==> config.mk <==
export PLATFORM = sky130hd
export DESIGN_NAME = mod_updown_counter
export DESIGN_NICKNAME = d
export VERILOG_FILES = /design/src/rtl/counter_pkg.sv /design/src/rtl/tick_prescaler.sv /design/src/rtl/mod_updown_counter.sv
export SDC_FILE = /design/constraint.sdc
export NUM_CORES = 1
export LEC_CHECK = 0
export CAP_MARGIN = 10
export CORE_UTILIZATION = 30
export CTS_BUF_LIST = sky130_fd_sc_hd__clkbuf_2 sky130_fd_sc_hd__clkbuf_4 sky130_fd_sc_hd__clkbuf_8
export DETAILED_ROUTE_END_ITERATION = 6
export PLACE_DENSITY_LB_ADDON = 0.3
export SLEW_MARGIN = 15
export SYNTH_ARGS = -nofsm -noshare
export SYNTH_HDL_FRONTEND = slang
export SYNTH_SLANG_ARGS = --single-unit
==> constraint.sdc <==
create_clock -name clk -period 4.75 [get_ports clk]
set_input_delay 0.7125 -clock clk [delete_from_list [all_inputs] [get_ports clk]]
set_output_delay 0.7125 -clock clk [all_outputs]
set_load 0.02 [all_outputs]
==> src/rtl/counter_pkg.sv <==
// Shared types for the up/down counter family: boundary mode encoding
// and width limits used by counter and prescaler users.
package counter_pkg;

    // Boundary behaviour selected by the 2-bit mode input.
    // The reserved code is decoded exactly like MODE_WRAP.
    typedef enum logic [1:0] {
        MODE_WRAP    = 2'd0,
        MODE_SAT     = 2'd1,
        MODE_ONESHOT = 2'd2,
        MODE_RSVD    = 2'd3
    } mode_e;

    // Which boundary, if any, a tick ran into.
    typedef enum logic [1:0] {
        BND_NONE = 2'd0,
        BND_UP   = 2'd1,
        BND_DOWN = 2'd2
    } bnd_e;

    localparam int COUNTER_WIDTH_MIN = 2;
    localparam int COUNTER_WIDTH_MAX = 32;

endpackage

==> src/rtl/tick_prescaler.sv <==
// Enable-gated prescaler: emits one tick per (prescale+1) enabled cycles.
// A clear restarts the count from zero and masks the tick for that cycle.
module tick_prescaler
    import counter_pkg::*;
#(
    parameter int PRESCALE_W = 4
) (
    input  logic                  clk,
    input  logic                  rst_n,
    input  logic                  enable,
    input  logic                  clear,
    input  logic [PRESCALE_W-1:0] prescale,
    output logic                  tick
);

    localparam logic [PRESCALE_W-1:0] ONE = PRESCALE_W'(1);

    logic [PRESCALE_W-1:0] cnt_q, cnt_d;
    logic                  hit;

    // Exact match: a prescale value lowered below the running count lets the
    // counter roll through its full range before the next tick.
    assign hit  = (cnt_q == prescale);
    assign tick = enable & ~clear & hit;

    // Next prescale count: clear dominates, otherwise advance only when enabled.
    always_comb begin
        cnt_d = cnt_q;
        if (clear) begin
            cnt_d = '0;
        end else if (enable) begin
            cnt_d = hit ? '0 : cnt_q + ONE;
        end
    end

    // Prescale count register, asynchronously reset.
    always_ff @(posedge clk or negedge rst_n) begin
        if (!rst_n) begin
            cnt_q <= '0;
        end else begin
            cnt_q <= cnt_d;
        end
    end

endmodule

==> src/rtl/mod_updown_counter.sv <==
// Prescaled up/down counter with programmable upper limit, three boundary
// behaviours (wrap, saturate, one-shot), terminal-count pulse and sticky
// overflow/underflow flags.
module mod_updown_counter
    import counter_pkg::*;
#(
    parameter int WIDTH      = 8,
    parameter int PRESCALE_W = 4
) (
    input  logic                  clk,
    input  logic                  rst_n,
    input  logic                  load,
    input  logic [WIDTH-1:0]      d_in,
    input  logic                  up_down,
    input  logic                  enable,
    input  logic [1:0]            mode,
    input  logic [WIDTH-1:0]      limit,
    input  logic [PRESCALE_W-1:0] prescale,
    input  logic                  clr_flags,
    output logic [WIDTH-1:0]      count,
    output logic                  tc,
    output logic                  ovf,
    output logic                  unf,
    output logic                  halted
);

    localparam logic [WIDTH-1:0] ONE = WIDTH'(1);

    logic [WIDTH-1:0] count_q, count_d;
    logic             tc_q, tc_d;
    logic             ovf_q, ovf_d;
    logic             unf_q, unf_d;
    logic             halted_q, halted_d;

    logic             tick;
    logic             step;
    mode_e            mode_s;
    bnd_e             bnd;
    logic [WIDTH-1:0] load_val;

    // Load also restarts the prescaler so the first tick after a load
    // arrives a full prescale period later.
    tick_prescaler #(
        .PRESCALE_W (PRESCALE_W)
    ) u_prescaler (
        .clk      (clk),
        .rst_n    (rst_n),
        .enable   (enable),
        .clear    (load),
        .prescale (prescale),
        .tick     (tick)
    );

    assign mode_s   = mode_e'(mode);
    assign load_val = (d_in > limit) ? limit : d_in;

    // A halted one-shot run swallows ticks entirely.
    assign step = tick & ~halted_q;

    // Classify the tick: a count above limit while counting up is an up
    // boundary, while counting down it simply decrements.
    always_comb begin
        bnd = BND_NONE;
        if (step) begin
            if (up_down && (count_q >= limit)) begin
                bnd = BND_UP;
            end else if (!up_down && (count_q == '0)) begin
                bnd = BND_DOWN;
            end
        end
    end

    // Next count / halted / terminal count; load has priority over any tick.
    always_comb begin
        count_d  = count_q;
        halted_d = halted_q;
        tc_d     = 1'b0;
        if (load) begin
            count_d  = load_val;
            halted_d = 1'b0;
        end else if (step) begin
            case (bnd)
                BND_UP: begin
                    tc_d = 1'b1;
                    case (mode_s)
                        MODE_SAT:     count_d  = limit;
                        MODE_ONESHOT: halted_d = 1'b1;
                        default:      count_d  = '0;
                    endcase
                end
                BND_DOWN: begin
                    tc_d = 1'b1;
                    case (mode_s)
                        MODE_SAT:     count_d  = '0;
                        MODE_ONESHOT: halted_d = 1'b1;
                        default:      count_d  = limit;
                    endcase
                end
                default: begin
                    count_d = up_down ? count_q + ONE : count_q - ONE;
                end
            endcase
        end
    end

    // Sticky flags: a boundary in the same cycle as clr_flags keeps the flag set.
    always_comb begin
        ovf_d = (bnd == BND_UP)   | (ovf_q & ~clr_flags);
        unf_d = (bnd == BND_DOWN) | (unf_q & ~clr_flags);
    end

    // State registers, asynchronously cleared.
    always_ff @(posedge clk or negedge rst_n) begin
        if (!rst_n) begin
            count_q  <= '0;
            tc_q     <= 1'b0;
            ovf_q    <= 1'b0;
            unf_q    <= 1'b0;
            halted_q <= 1'b0;
        end else begin
            count_q  <= count_d;
            tc_q     <= tc_d;
            ovf_q    <= ovf_d;
            unf_q    <= unf_d;
            halted_q <= halted_d;
        end
    end

    assign count  = count_q;
    assign tc     = tc_q;
    assign ovf    = ovf_q;
    assign unf    = unf_q;
    assign halted = halted_q;

endmodule

# After elaboration in Yosys (flattened, before gate mapping)
# Index checks and enable logic that the tools add are counted.
[classes] n_addsub=3 n_lt_le_gt_ge=2 n_eq_ne=7 muxes=20 bitwise_logic=10 reduce_logical=11
[op_table] operator="$pmux W8 S2" n=3
[op_table] operator="$mux W8" n=4
[op_table] operator="$mux W4" n=3
[op_table] operator="$add A8 B1 Y8 const B" n=1
[op_table] operator="$ge A8 B8 Y1" n=1
[op_table] operator="$gt A8 B8 Y1" n=1
[op_table] operator="$logic_not A8 Y1" n=1
[op_table] operator="$reduce_bool A2 Y1" n=4
[op_table] operator="$sub A8 B1 Y8 const B" n=1
[op_table] operator="$mux W1" n=7
[op_table] operator="$mux W2" n=3
[op_table] operator="$ne A3 B3 Y1 const B" n=2
[op_table] operator="$reduce_and A3 Y1" n=2
[op_table] operator="$and A1 B1 Y1" n=5
[op_table] operator="$add A4 B1 Y4 const B" n=1
[op_table] operator="$eq A2 B1 Y1 const B" n=2
[op_table] operator="$eq A2 B2 Y1 const B" n=2
[op_table] operator="$eq A4 B4 Y1" n=1
[op_table] operator="$not A1 Y1" n=3
[op_table] operator="$logic_and A1 B1 Y1" n=2
[op_table] operator="$or A1 B1 Y1" n=2
[op_table] operator="$reduce_or A2 Y1" n=1
[op_table] operator="$logic_not A1 Y1" n=1
[totals] register_bits=16 inputBits=28 out_inout_bits=12 word_cells=59

# Logic depth before layout (Yosys ltp)
# Gate-level depths: netlist of run 1.
[depth] word_depth=10 depth_mapped=9 depth_no_buf=8

# By module
# From an unflattened synthesis of run 1, not the netlist that was laid out.
[unflattened] hier_cells=203 area_unflattened_um2=1858.0
[by_module_without_submodules] mod="mod_updown_counter" instances=1 cells_each=175 area_per_inst_um2=1576.5 seq_area_each_um2=300.3
[by_module_without_submodules] mod="tick_prescaler" instances=1 cells_each=28 area_per_inst_um2=281.5 seq_area_each_um2=100.1

# Least setup slack after synthesis of run 1
# Ideal clock, no wire load.
[synth_timing] path_type="input -> register" startpoint="in limit[6]" endpoint="reg count_q[0], in the netlist count[0]" setup_time_ps=129 arrival_ps=2252 required_time_ps=4621 setup_slack_ps=2368 stages=8 path_buffers=0 path_cell_list="inv_1 -> ha_1 -> a211o_1 -> o211ai_1 -> a21oi_2 -> or3_4 -> a221oi_2 -> a211oi_2"
[synth_via] elab_chain_len=8 word_cells_on_any_way=14 cone_classes="order compare (2); eq/ne (4); mux (6); reduce/logical (2)"
[synth_rtl] element="from (decl)" line_no="mod_updown_counter.sv:17" text="input logic [WIDTH-1:0] limit,"
[synth_rtl] element="$ge A8 B8 Y1" line_no="mod_updown_counter.sv:65" text="if (up_down && (count_q >= limit)) begin"
[synth_rtl] element="$logic_and A1 B1 Y1" line_no="mod_updown_counter.sv:65"
[synth_rtl] element="$mux W2" line_no="mod_updown_counter.sv:65"
[synth_rtl] element="$mux W2" line_no="mod_updown_counter.sv:64" text="if (step) begin"
[synth_rtl] element="$eq A2 B2 Y1 / $eq A2 B1 Y1 (equally long branches)" line_no="mod_updown_counter.sv:82" text="case (bnd)"
[synth_rtl] element="$pmux W8 S2" line_no="mod_updown_counter.sv:82"
[synth_rtl] element="$mux W8" line_no="mod_updown_counter.sv:81" text="end else if (step) begin"
[synth_rtl] element="$mux W8" line_no="mod_updown_counter.sv:78" text="if (load) begin"
[synth_rtl] element="to (signal assigned)" line_no="mod_updown_counter.sv:121" text="count_q <= count_d;"
[synth_rtl] element="to (decl)" line_no="mod_updown_counter.sv:29" text="logic [WIDTH-1:0] count_q, count_d;"
# Several ways; a longest one is shown, not always the timed one. The select of a mux whose other input is x is not followed.
# A chain may end at the register's enable or synchronous reset.

# Final worst setup path of run 1
[layout_timing] startpoint="in limit[6]" endpoint="reg count_q[5], in the netlist count[5]"
# Same word-level chain as after synthesis.

==> results of run 1 <==
-- cell usage after synthesis (2+ instances only) --
cell       n  area share, %
nand3_1    6            1.8
and4_1     2            1.0
a21o_1     2           0.89
mux2i_1    2            1.2
a221oi_2   3            2.7
o21bai_1   2           0.89
o211ai_1   4            1.8
nand2b_1   3            1.1
nor2b_1    3            1.1
dfrtp_1   16             24
nand4_1    3            1.1
a21oi_1   11            3.3
buf_6      2            1.3
a211oi_1   3            1.3
and3_1     2           0.75
nor3_1     5            1.5
inv_1     15            3.4
nor4_1     2           0.75
a32oi_1    3            1.6
o21ai_0   15            4.5
a31oi_1    4            1.5
nand2_1   11            2.5
o22ai_1    2           0.75
ha_1      23             17
nor2_1    14            3.1
xnor2_1   10            5.2
a211o_1    3            1.6
-- layer usage --
metal  wire length (um)  track usage [%]  vias up
met5                  0                0        -
met4                 30            3.462        0
met3                181            1.905        2
met2               2180            29.46       43
met1               2264            22.71      733
li1                   -                -      803
-- power groups by stage --
| stage | clock [W] | combinational [W] | sequential [W] |
|---|---|---|---|
| finish | 0.000128 | 0.000299 | 0.000182 |
| global route | 0.000135 | 0.000336 | 0.000184 |
| CTS | 0.000126 | 0.000298 | 0.000182 |
| detailed placement | 0 | 0.000296 | 0.000184 |
| global placement | 0 | 0.000293 | 0.000184 |
| floorplan | 0 | 0.000179 | 0.000191 |
-- layout make-up --
class / count / area, um^2
well taps: 70 / 87.58
repair buffers: 39 / 390.4
flip-flops and latches: 16 / 400.4
clock buffers: 4 / 55.05
inverters: 16 / 60.06
multi-input cells: 157 / 1196
fillers: 530 / 3048
-- worst max-delay path by stage --
stage	from	to	slack, ps	cells past startpoint
floorplan	limit[6]	count[0]	2370	8
global placement	limit[6]	count[5]	1360	9
detailed placement	limit[6]	count[5]	1400	9
CTS	limit[6]	count[5]	1650	9
global route	limit[6]	count[4]	1420	9
finish	limit[6]	count[5]	1600	9
-- per-stage QoR --
step	instances	hold slack (ps)	power (W)	setup slack, ps
4_1_cts	302	514.2	0.0006055	1646
5_1_grt	302	546.1	0.0006555	1425
2_1_floorplan	191	416.9	0.0003698	2368
3_5_place_dp	298	498.7	0.0004802	1396
6_report	302	512.0	0.0006091	1601
3_3_place_gp	298	501.8	0.0004765	1361
-- cell families after synthesis --
group           Yosys count  share of synthesized area (%)
compound gates           64                          28.17
xor+xnor                 12                          6.707
fa+ha+maj                24                          18.33
buf+inv                  18                          4.917
flops                    16                          23.84
mux                       3                          1.863
simple gates             54                          16.17
-- flip-flops by register name (all words and copies together) (netlist names) --
name               cells
count                  8
halted                 1
ovf                    1
unf                    1
u_prescaler.cnt_q      4
tc                     1
==> run summary, run 1 <==
The run finished with clean final reports. The number of cells traversed by the worst register-to-register path is 7. The power per cell area came out at about 280 mW/mm^2.

The total half-perimeter wirelength after legalization and detailed placement is 3709 um. At the end of routability-driven placement, the weighted congestion stood at about 0.86. The max-slew headroom at the worst pin is between 40% and 50%. The worst hold path begins at ovf.

The first TritonRoute pass finished after 4 iterations. The leakage power summed over all cells came out at 0.9292 nW. The DRC marker count from the first detailed-route iteration is 66.

The endpoint with the worst hold slack is ovf. The horizontal die dimension is a little under 80 um. The height of the die is 76.82 um. For this run, the total global-route usage over all layers was measured as between 15 and 20%.

By startpoint and endpoint, the worst setup path is classified as input port to flip-flop. The required arrival time at the worst endpoint came out at 4920 ps. TritonCTS built the clock tree. The max-capacitance violation count came out at 0.

The part of the power in combinational logic is 49.1%. The routed wire length per instance is 15.42 um. The maximum net fanout on the critical path came out at 5. For this run, the post-layout net count is 285. The end-of-flow core utilization is a little over two fifths. The number of buffers between clock root and the deepest sink is 2. The number of failing setup endpoints in the final timing report is 0. At the worst endpoint, the arrival time is 3320 ps. The count of final max-slew check failures is 0. The total via count in the routed design came out at 1,581. Sequential cells were found to cover 23.85% of the synthesized design area.

The flop-to-flop setup slack is 2210 ps. The startpoint identified for the worst register-to-register timing path is count[6]. Between clock sinks in the finished design, the worst skew comes to 11.82 ps. The clock latency of the later-clocked register in the worst-skew pair is roughly 260 ps. Setup repair after global routing left no endpoint under its margin. Summed over all layers, the global routing overflow is 0. The gate family responsible for the most delay along the worst path is compound AO/OA/AOI/OAI gates. The via count of the first global-routing pass is 1,615. The count of input and output buffers came out at 39.

In this run the remaining antenna-violating nets after routing total 0. The main flop type after synthesis is dfrtp_1. The total area inside the core boundary comes to between 0.005 and 0.006 mm^2. In this design, the stage delay of the slowest critical-path cell is 580 ps.

In this run the worst hold path is classified as flip-flop to flip-flop. The upper clock frequency limit came out at 317.6 MHz. The cell count after synthesis is 191. The cell internal power dissipation is around 0.00037 W. After detailed routing, the number of remaining DRC violations is 0. The count of antenna diodes in the layout is 0. In the layout the commonest cells are clkdlybuf4s50_1 (39), ha_1 (23), dfrtp_1 (16). The global-route wire length before repair is 8086 um. The post-CTS resize count came out at 0. The cell area after placement came out at 0.002135 mm^2.

The routed design has 4658 um of wire. The most frequent standard cell in the layout excluding fill and tap cells is clkdlybuf4s50_1. In this run the cell area of the synthesized design comes to 0.001679 mm^2. The final period demand of the worst path came out at between 3000 and 4000 ps. The floorplan step defined a die boundary enclosing around 0.0059 mm^2.

The critical path capture point type is a flip-flop. The largest net degree at the start of global routing is 17. The Yosys step of the flow raised 0 warnings. In this run the core area contains 26 standard-cell rows. The finished cells cover 0.002190 mm^2. The maximum vdd ir drop came out at about 0.11 mV. The fraction of final layout cells sized beyond drive strength 1 is 6.466%. The tree is rooted in a clkbuf_8. Traced cell by cell, the critical path runs through clkdlybuf4s50_1, inv_1, ha_1, a211o_1, o211ai_1, nand2_1, o21ai_0, a32oi_1, a31oi_1. The number of synthesized flops with an enable pin came out at 0. After clock tree synthesis, the flow added hold-fix buffers numbering 0. The net switching power is roughly 0.00024 W.

The number of buffer and inverter instances along the worst setup path came out at 2. The sink count of the clock tree is 16. The CTS clock-pin slew for the worst setup and hold paths came out at 60 ps. Net switching is approximately two fifths of the power. The clock network power share came out at 20.9%.

The number of top-level design ports came out at 40. Sequential cells account for between 20% and 30% of the total power. The terminus of the critical flop-to-flop path is count[5]. TritonCTS created 3 clock buffers.

The number of vias per cell after detailed routing came out at 5.235. The number of antenna violations at the first check in global routing came out at 0. Each instance of the synthesized netlist takes up on average 8.791 um^2. The synthesized netlist net count came out at 243. The async set or reset register ratio after synthesis is 100.0%. The part of the cycle the worst path needs came out at 66.30%. The final count of hold timing violations came out at 0. The number of distinct library cells after synthesis is 47.

The final total negative setup slack came out at 0 ps. The synthesis-to-finish area growth is 30.40%. STA classifies the critical path startpoint as an input port. The starting density of the core came out at ~32%. The total setup buffers inserted after CTS came out at 0. The largest individual stage delay along the critical path comes from the cell o21ai_0. The actual slew at the worst max-slew pin is approximately 790 ps. The level count of the clock H-tree is 1.

Counting instances, the worst hold path has a depth of 1. The count of state elements after synthesis is 16.
(Power assumes the default switching activity.)
==> inputs of run 2 (changes only) <==
==> constraint.sdc (replaced) <==
create_clock -name clk -period 2.9 [get_ports clk]
set_input_delay 0.435 -clock clk [delete_from_list [all_inputs] [get_ports clk]]
set_output_delay 0.435 -clock clk [all_outputs]
set_load 0.02 [all_outputs]
==> run 2 against run 1 <==
First-iteration DRC count rose by 9.1%; count of clock-buffer cells in the layout did not move; worst hold slack improved by 8.9 ps; non-clock buffer count rose by 8; routed wire length fell by 1.7%; flip-flop and latch count did not move; largest cell class unchanged.
==> run summary, run 2 (synthesis results as in run 1) <==
Status: complete, no violations (unchanged). The max-capacitance violation count came out at 0 (unchanged). The number of clock buffers inserted by TritonCTS came to 3 (unchanged). The number of top-level design ports is 40 (unchanged). The row count came to 26 (unchanged).

The hold-fix buffer count after cts was 0 (unchanged). The maximum vdd ir drop came out at 0.1846 mV (was 0.1076 mV). The post-layout net count is 293 (was 285). The final period demand of the worst path is 2646 ps. The most frequent standard cell in the layout excluding fill and tap cells is clkdlybuf4s50_1 (unchanged).

The synthesis-to-finish area growth came out at 33.98% (was 30.40%). The TritonCTS clock tree is yes (unchanged). The clock skew came to 2.586 ps (was 11.82 ps).

The global-route wire length before repair is 7762 um (was 8086 um). The data arrival time of the worst path came out at 2810 ps (was 3320 ps). The routed wire length per instance came out at 14.77 um (was 15.42 um). The power per cell area came out at 444.0 mW/mm^2 (was 278.2 mW/mm^2). The remaining number of nets flagged by the antenna check after routing is 0 (unchanged). The height of the die came to 76.82 um (unchanged). The number of vias per cell after detailed routing is 5.219 (was 5.235). The total routing resource utilization after global routing is 16.56% (was 17.06%). The maximum net fanout on the critical path came out at 8 (was 5). The clock tree root driver cell is clkbuf_8 (unchanged). The required arrival time at the worst endpoint came out at 3070 ps (was 4920 ps). The largest net degree at the start of global routing is 17 (unchanged).

The post-CTS resize count came out at 0 (unchanged). The leakage power summed over all cells came to 0.9662 nW (was 0.9292 nW). The count of final max-slew check failures is 0 (unchanged). The sink count of the clock tree came out at 16 (unchanged). The part of the cycle the worst path needs is 91.24%. The final count of hold timing violations was 0 (unchanged). The worst hold-check path type is flip-flop to flip-flop (unchanged). The count of antenna diodes in the layout is 0 (unchanged). Commonest cells after routing, fill and taps aside: clkdlybuf4s50_1 (39), ha_1 (23), dfrtp_1 (16) (unchanged). The number of buffers between clock root and the deepest sink came out at 2 (unchanged).

Static timing analysis puts the maximum clock frequency at ~380 MHz. Crit path cell chain: clkdlybuf4s50_1, inv_1, ha_1, a211o_1, o211ai_1, a21oi_2, o31ai_4, buf_4, nor2_1, a31oi_1 (was clkdlybuf4s50_1, inv_1, ha_1, a211o_1, o211ai_1, nand2_1, o21ai_0, a32oi_1, a31oi_1). The number of failing setup endpoints in the final timing report came out at 0 (unchanged). The DRC marker count from the first detailed-route iteration came out at 72 (was 66).

The class of the most critical setup path is input port to flip-flop (unchanged). The detailed-route wire length came out at 4579 um (was 4658 um). The weighted congestion at the end of routability-driven global placement came out at 0.8126 (was 0.8649). Setup repair after global routing missed its margin: no (unchanged). The critical-path cell with the highest stage delay was clkdlybuf4s50_1 (was o21ai_0). The total half-perimeter wirelength after legalization and detailed placement is 3850 um (was 3709 um). The flip-flop count of the largest register, all copies and words added came out at 8 (unchanged). The starting density of the core is 32.06% (unchanged).

The actual slew at the worst max-slew pin is 753.1 ps (was 791.0 ps). The level count of the clock H-tree was 1 (unchanged). The fraction of final layout cells sized beyond drive strength 1 is 9.583% (was 6.466%). The filler cell count in the final layout was 534 (was 530). The die footprint is 0.005901 mm^2 (unchanged).

The max-slew headroom at the worst pin is 49.64% (was 47.10%). The area of all placed cells without fillers is 0.002250 mm^2 (was 0.002190 mm^2). The number of iterations in the first detailed-routing pass is 4 (unchanged). The horizontal die dimension is 76.82 um (unchanged).

The number of antenna violations at the first check in global routing came out at 0 (unchanged). The via count of the first global-routing pass came out at 1,673 (was 1,615). The total via count in the routed design is 1,618 (was 1,581). The CTS clock-pin slew for the worst setup and hold paths is 70 ps (was 60 ps). The cell area after placement came out at 0.002195 mm^2 (was 0.002135 mm^2). The delay of the slowest cell on the worst path came out at 510 ps (was 580 ps). The pre-CTS setup slack is 36.44 ps (was 1396 ps).

The final total negative setup slack came out at 0 ps (unchanged). The placeable core area is 0.005238 mm^2 (unchanged). The total setup buffers inserted after CTS came out at 0 (unchanged). The global route total overflow came out at 0 (unchanged).

The final setup slack of the worst path came out at 254.0 ps (was 1601 ps). The number of DRC violations after detailed routing came out at 0 (unchanged). The launching element type of the critical path is an input port (unchanged). The clock latency of the later-clocked register in the worst-skew pair is 260 ps (about the same). The count of input and output buffers is 39 (unchanged). The critical path capture point type is a flip-flop (unchanged).
[run 2: final cells by class]
| cell class | count | area, um^2 | share of cell area, % |
|---|---|---|---|
| multi-input cells | 157 | 1196 | 53.17 |
| repair buffers | 47 | 450.4 | 20.02 |
| flip-flops and latches | 16 | 400.4 | 17.80 |
| well taps | 70 | 87.58 | 3.893 |
| inverters | 16 | 60.06 | 2.670 |
| clock buffers | 4 | 55.05 | 2.447 |
[run 2: worst paths after layout]
path | from | endpoint | slack (ps) | cells past startpoint
worst max-delay path | limit[6] | count[3] | 250 | 10
worst min-delay path | ovf | ovf | 520 | 1
worst max register to register | count[6] | count[3] | 560 | 8
worst min register to register | ovf | ovf | 520 | 1
max in group asynchronous | rst_n | count[2] | 1810 | 1
min in group asynchronous | rst_n | ovf | 620 | 1
[run 2: worst max-delay path, delay by kind of cell]
kind | cells | cell delay (ps)
buf+inv | 3 | 800
compound gates | 5 | 1230
fa+ha+maj | 1 | 310
simple gates | 1 | 40
[run 2: stage by stage]
stage	utilization, %	power [W]	hold WS, ps	instances
5_1_grt	42.95	0.001073	540.9	310
2_1_floorplan	-	0.0006057	139.4	191
3_5_place_dp	41.90	0.0007975	501.1	306
4_1_cts	42.95	0.001005	516.0	310
3_3_place_gp	41.90	0.0007933	501.7	306
6_report	42.95	0.0009989	520.9	310
[run 2: per-layer routing]
layer  part of all wire (%)  track usage, %
met1                     47           22.32
met3                    5.8           3.095
met5                      0               0
met2                     47           27.68
met4                   0.57           2.692
[run 2: power breakdown]
part | total, W | internal [W] | switching, W
clock | 0.000203 | 0.000121 | 0.0000825
sequential | 0.000295 | 0.000249 | 0.0000464
combinational | 0.000501 | 0.000243 | 0.000258
total | 0.000999 | 0.000612 | 0.000387
==> inputs of run 3 (changes only) <==
--- a/config.mk
+++ b/config.mk
@@ -6,6 +6,7 @@
 export NUM_CORES = 1
 export LEC_CHECK = 0
 export CAP_MARGIN = 10
+export CORE_ASPECT_RATIO = 1.2
 export CORE_UTILIZATION = 30
 export CTS_BUF_LIST = sky130_fd_sc_hd__clkbuf_2 sky130_fd_sc_hd__clkbuf_4 sky130_fd_sc_hd__clkbuf_8
 export DETAILED_ROUTE_END_ITERATION = 6
==> run 3 against run 2 <==
Clock skew down 1.5 ps; combinational power about the same; count of clock-buffer cells in the layout unchanged; routed wire length up 1.2%; final cell count down 2.9%; critical endpoint is now count[7].
==> run summary, run 3 (synthesis results as in run 1) <==
The met3 wire length came to 263 um (was 265 um). The number of clock buffers inserted by TritonCTS came out at 3 (unchanged). The detailed-route wire length on metal 1 was 2013 um (was 2149 um).

The leakage power summed over all cells is 0.9667 nW (was 0.9662 nW). The required arrival time at the worst endpoint was 3040 ps (was 3070 ps). The synthesis-to-finish area growth is 33.68% (was 33.98%).

The hold-fix buffer count after cts came to 0 (unchanged). The number of vias per cell after detailed routing is 5.482 (was 5.219). The via count of the first global-routing pass came out at 1,710 (was 1,673). The final total negative setup slack is 0 ps (unchanged).

The part of the cycle the worst path needs came out at 87.62% (was 91.24%). The remaining number of nets flagged by the antenna check after routing is 0 (unchanged). The die footprint is 0.005902 mm^2 (was 0.005901 mm^2). Commonest cells after routing, fill and taps aside: clkdlybuf4s50_1 (39), ha_1 (23), dfrtp_1 (16) (unchanged).

The launching element type of the critical path is an input port (unchanged). The count of input and output buffers came out at 39 (unchanged). The count of antenna diodes in the layout is 0 (unchanged). The number of buffers between clock root and the deepest sink came out at 2 (unchanged). The number of cells traversed by the worst register-to-register path is 7 (was 8). The maximum net fanout on the critical path came to 8 (unchanged). The number of iterations in the first detailed-routing pass came out at 4 (unchanged). The total half-perimeter wirelength after legalization and detailed placement is 3825 um (was 3850 um). The actual slew at the worst max-slew pin came out at 769.1 ps (was 753.1 ps). The post-layout net count is 292 (was 293). The row count came to 29 (was 26). The sink count of the clock tree came out at 16 (unchanged).

The hold-critical path depth is 2 (was 1). The clock skew is 1.049 ps (was 2.586 ps). Setup repair after global routing missed its margin: no (unchanged). The number of failing setup endpoints in the final timing report came out at 0 (unchanged). The data arrival time of the worst path is 2680 ps (was 2810 ps). The detailed-route wire length came out at 4632 um (was 4579 um). The end-of-flow core utilization is 42.08% (was 42.95%). The area of all placed cells without fillers was 0.002245 mm^2 (was 0.002250 mm^2). The largest net degree at the start of global routing came out at 17 (unchanged). The horizontal die dimension came out at 70.30 um (was 76.82 um). The TritonCTS clock tree is yes (unchanged). The starting density of the core came out at 31.48% (was 32.06%). The power per cell area came out at 443.3 mW/mm^2 (was 444.0 mW/mm^2). The cell area after placement is 0.002190 mm^2 (was 0.002195 mm^2).

The level count of the clock H-tree is 1 (unchanged). The final count of hold timing violations came out at 0 (unchanged). The worst hold-check path type is flip-flop to flip-flop (unchanged). The most frequent standard cell in the layout excluding fill and tap cells was clkdlybuf4s50_1 (unchanged). The total routing resource utilization after global routing is 16.68% (was 16.56%). The max-slew headroom at the worst pin came out at 48.56% (was 49.64%). Status: complete, no violations (unchanged).

The clock latency of the later-clocked register in the worst-skew pair is 250 ps (was 260 ps). The global route total overflow came to 0 (unchanged). The global-route wire length before repair was 7969 um (was 7762 um).

The routed wire length per instance is 15.39 um (was 14.77 um). The number of antenna violations at the first check in global routing is 0 (unchanged). The class of the most critical setup path is input port to flip-flop (unchanged). The met2 routed wirelength came to 2257 um (was 2137 um). The critical path capture point type is a flip-flop (unchanged).

The placeable core area is 0.005334 mm^2 (was 0.005238 mm^2). The number of top-level design ports came out at 40 (unchanged). The worst hold slack after final layout came out at 534.0 ps (was 520.9 ps). The final period demand of the worst path came out at 2541 ps (was 2646 ps). The clock tree root driver cell is clkbuf_8 (unchanged).

The number of DRC violations after detailed routing is 0 (unchanged). The CTS clock-pin slew for the worst setup and hold paths was 70 ps (about the same). The DRC marker count from the first detailed-route iteration was 65 (was 72). The uppermost metal layer occupied by signal nets is met4 (unchanged). The flip-flop count of the largest register, all copies and words added was 8 (unchanged).

The post-CTS resize count is 0 (unchanged). The max-capacitance violation count came out at 0 (unchanged). The flop-to-flop setup slack is 690 ps (was 560 ps). The fraction of final layout cells sized beyond drive strength 1 came out at 9.205% (was 9.583%). The count of final max-slew check failures was 0 (unchanged).

The height of the die is 83.96 um (was 76.82 um). The total setup buffers inserted after CTS is 0 (unchanged). The total via count in the routed design is 1,650 (was 1,618). The weighted congestion at the end of routability-driven global placement is 0.8281 (was 0.8126). The maximum vdd ir drop is 0.1924 mV (was 0.1846 mV). The upper clock frequency limit is 393.6 MHz (was 377.9 MHz).
==> run 3: changes by cell type in the layout (fill, tap and decap cells not counted) <==
cell / delta
buf_4: -2
buf_12: +1
==> run 3: metrics by stage <==
stage | std cells | power, W | worst slack, ps
CTS | 301 | 0.001001 | 376.4
global placement | 297 | 0.0007911 | 145.4
finish | 301 | 0.0009950 | 359.0
detailed placement | 297 | 0.0007944 | 121.2
floorplan | 191 | 0.0006057 | 772.2
global route | 301 | 0.001074 | 128.6
==> run 3: power breakdown <==
part | switching [W] | leakage, nW | internal [W]
registers | 0.0000468 | 0.202 | 0.000249
clock network | 0.0000786 | 0.0288 | 0.000120
logic | 0.000256 | 0.736 | 0.000244
==> run 3: layout make-up <==
class                      count  area [um^2]
clock buffer                   4        55.05
multi-input combinational    157         1196
tap                           62        77.57
timing repair buffer          46        455.4
inverter                      16        60.06
fill                         537         3089
sequential                    16        400.4
==> run 3: path summary, 6_finish.rpt <==
check / from / to
max: limit[6] / count[7]
max reg2reg: count[6] / count[7]
min in group asynchronous: rst_n / u_prescaler.cnt_q[2]
max in group asynchronous: rst_n / count[3]
min reg2reg: unf / unf
min: unf / unf
==> run 3: routing by layer <==
metal  GRT usage [%]  up-vias
met5               0        -
met4           6.909        0
met3           2.174        8
met2           28.83       52
met1           20.51      771
li1                -      819
==> run 3: worst max-delay path, stage by stage <==
cell,delay (ps)
clkdlybuf4s50_1,520
inv_1,80
ha_1,300
a211o_1,290
o211ai_1,200
mux2_2,270
a21oi_4,90
a221o_1,320
o22a_1,180
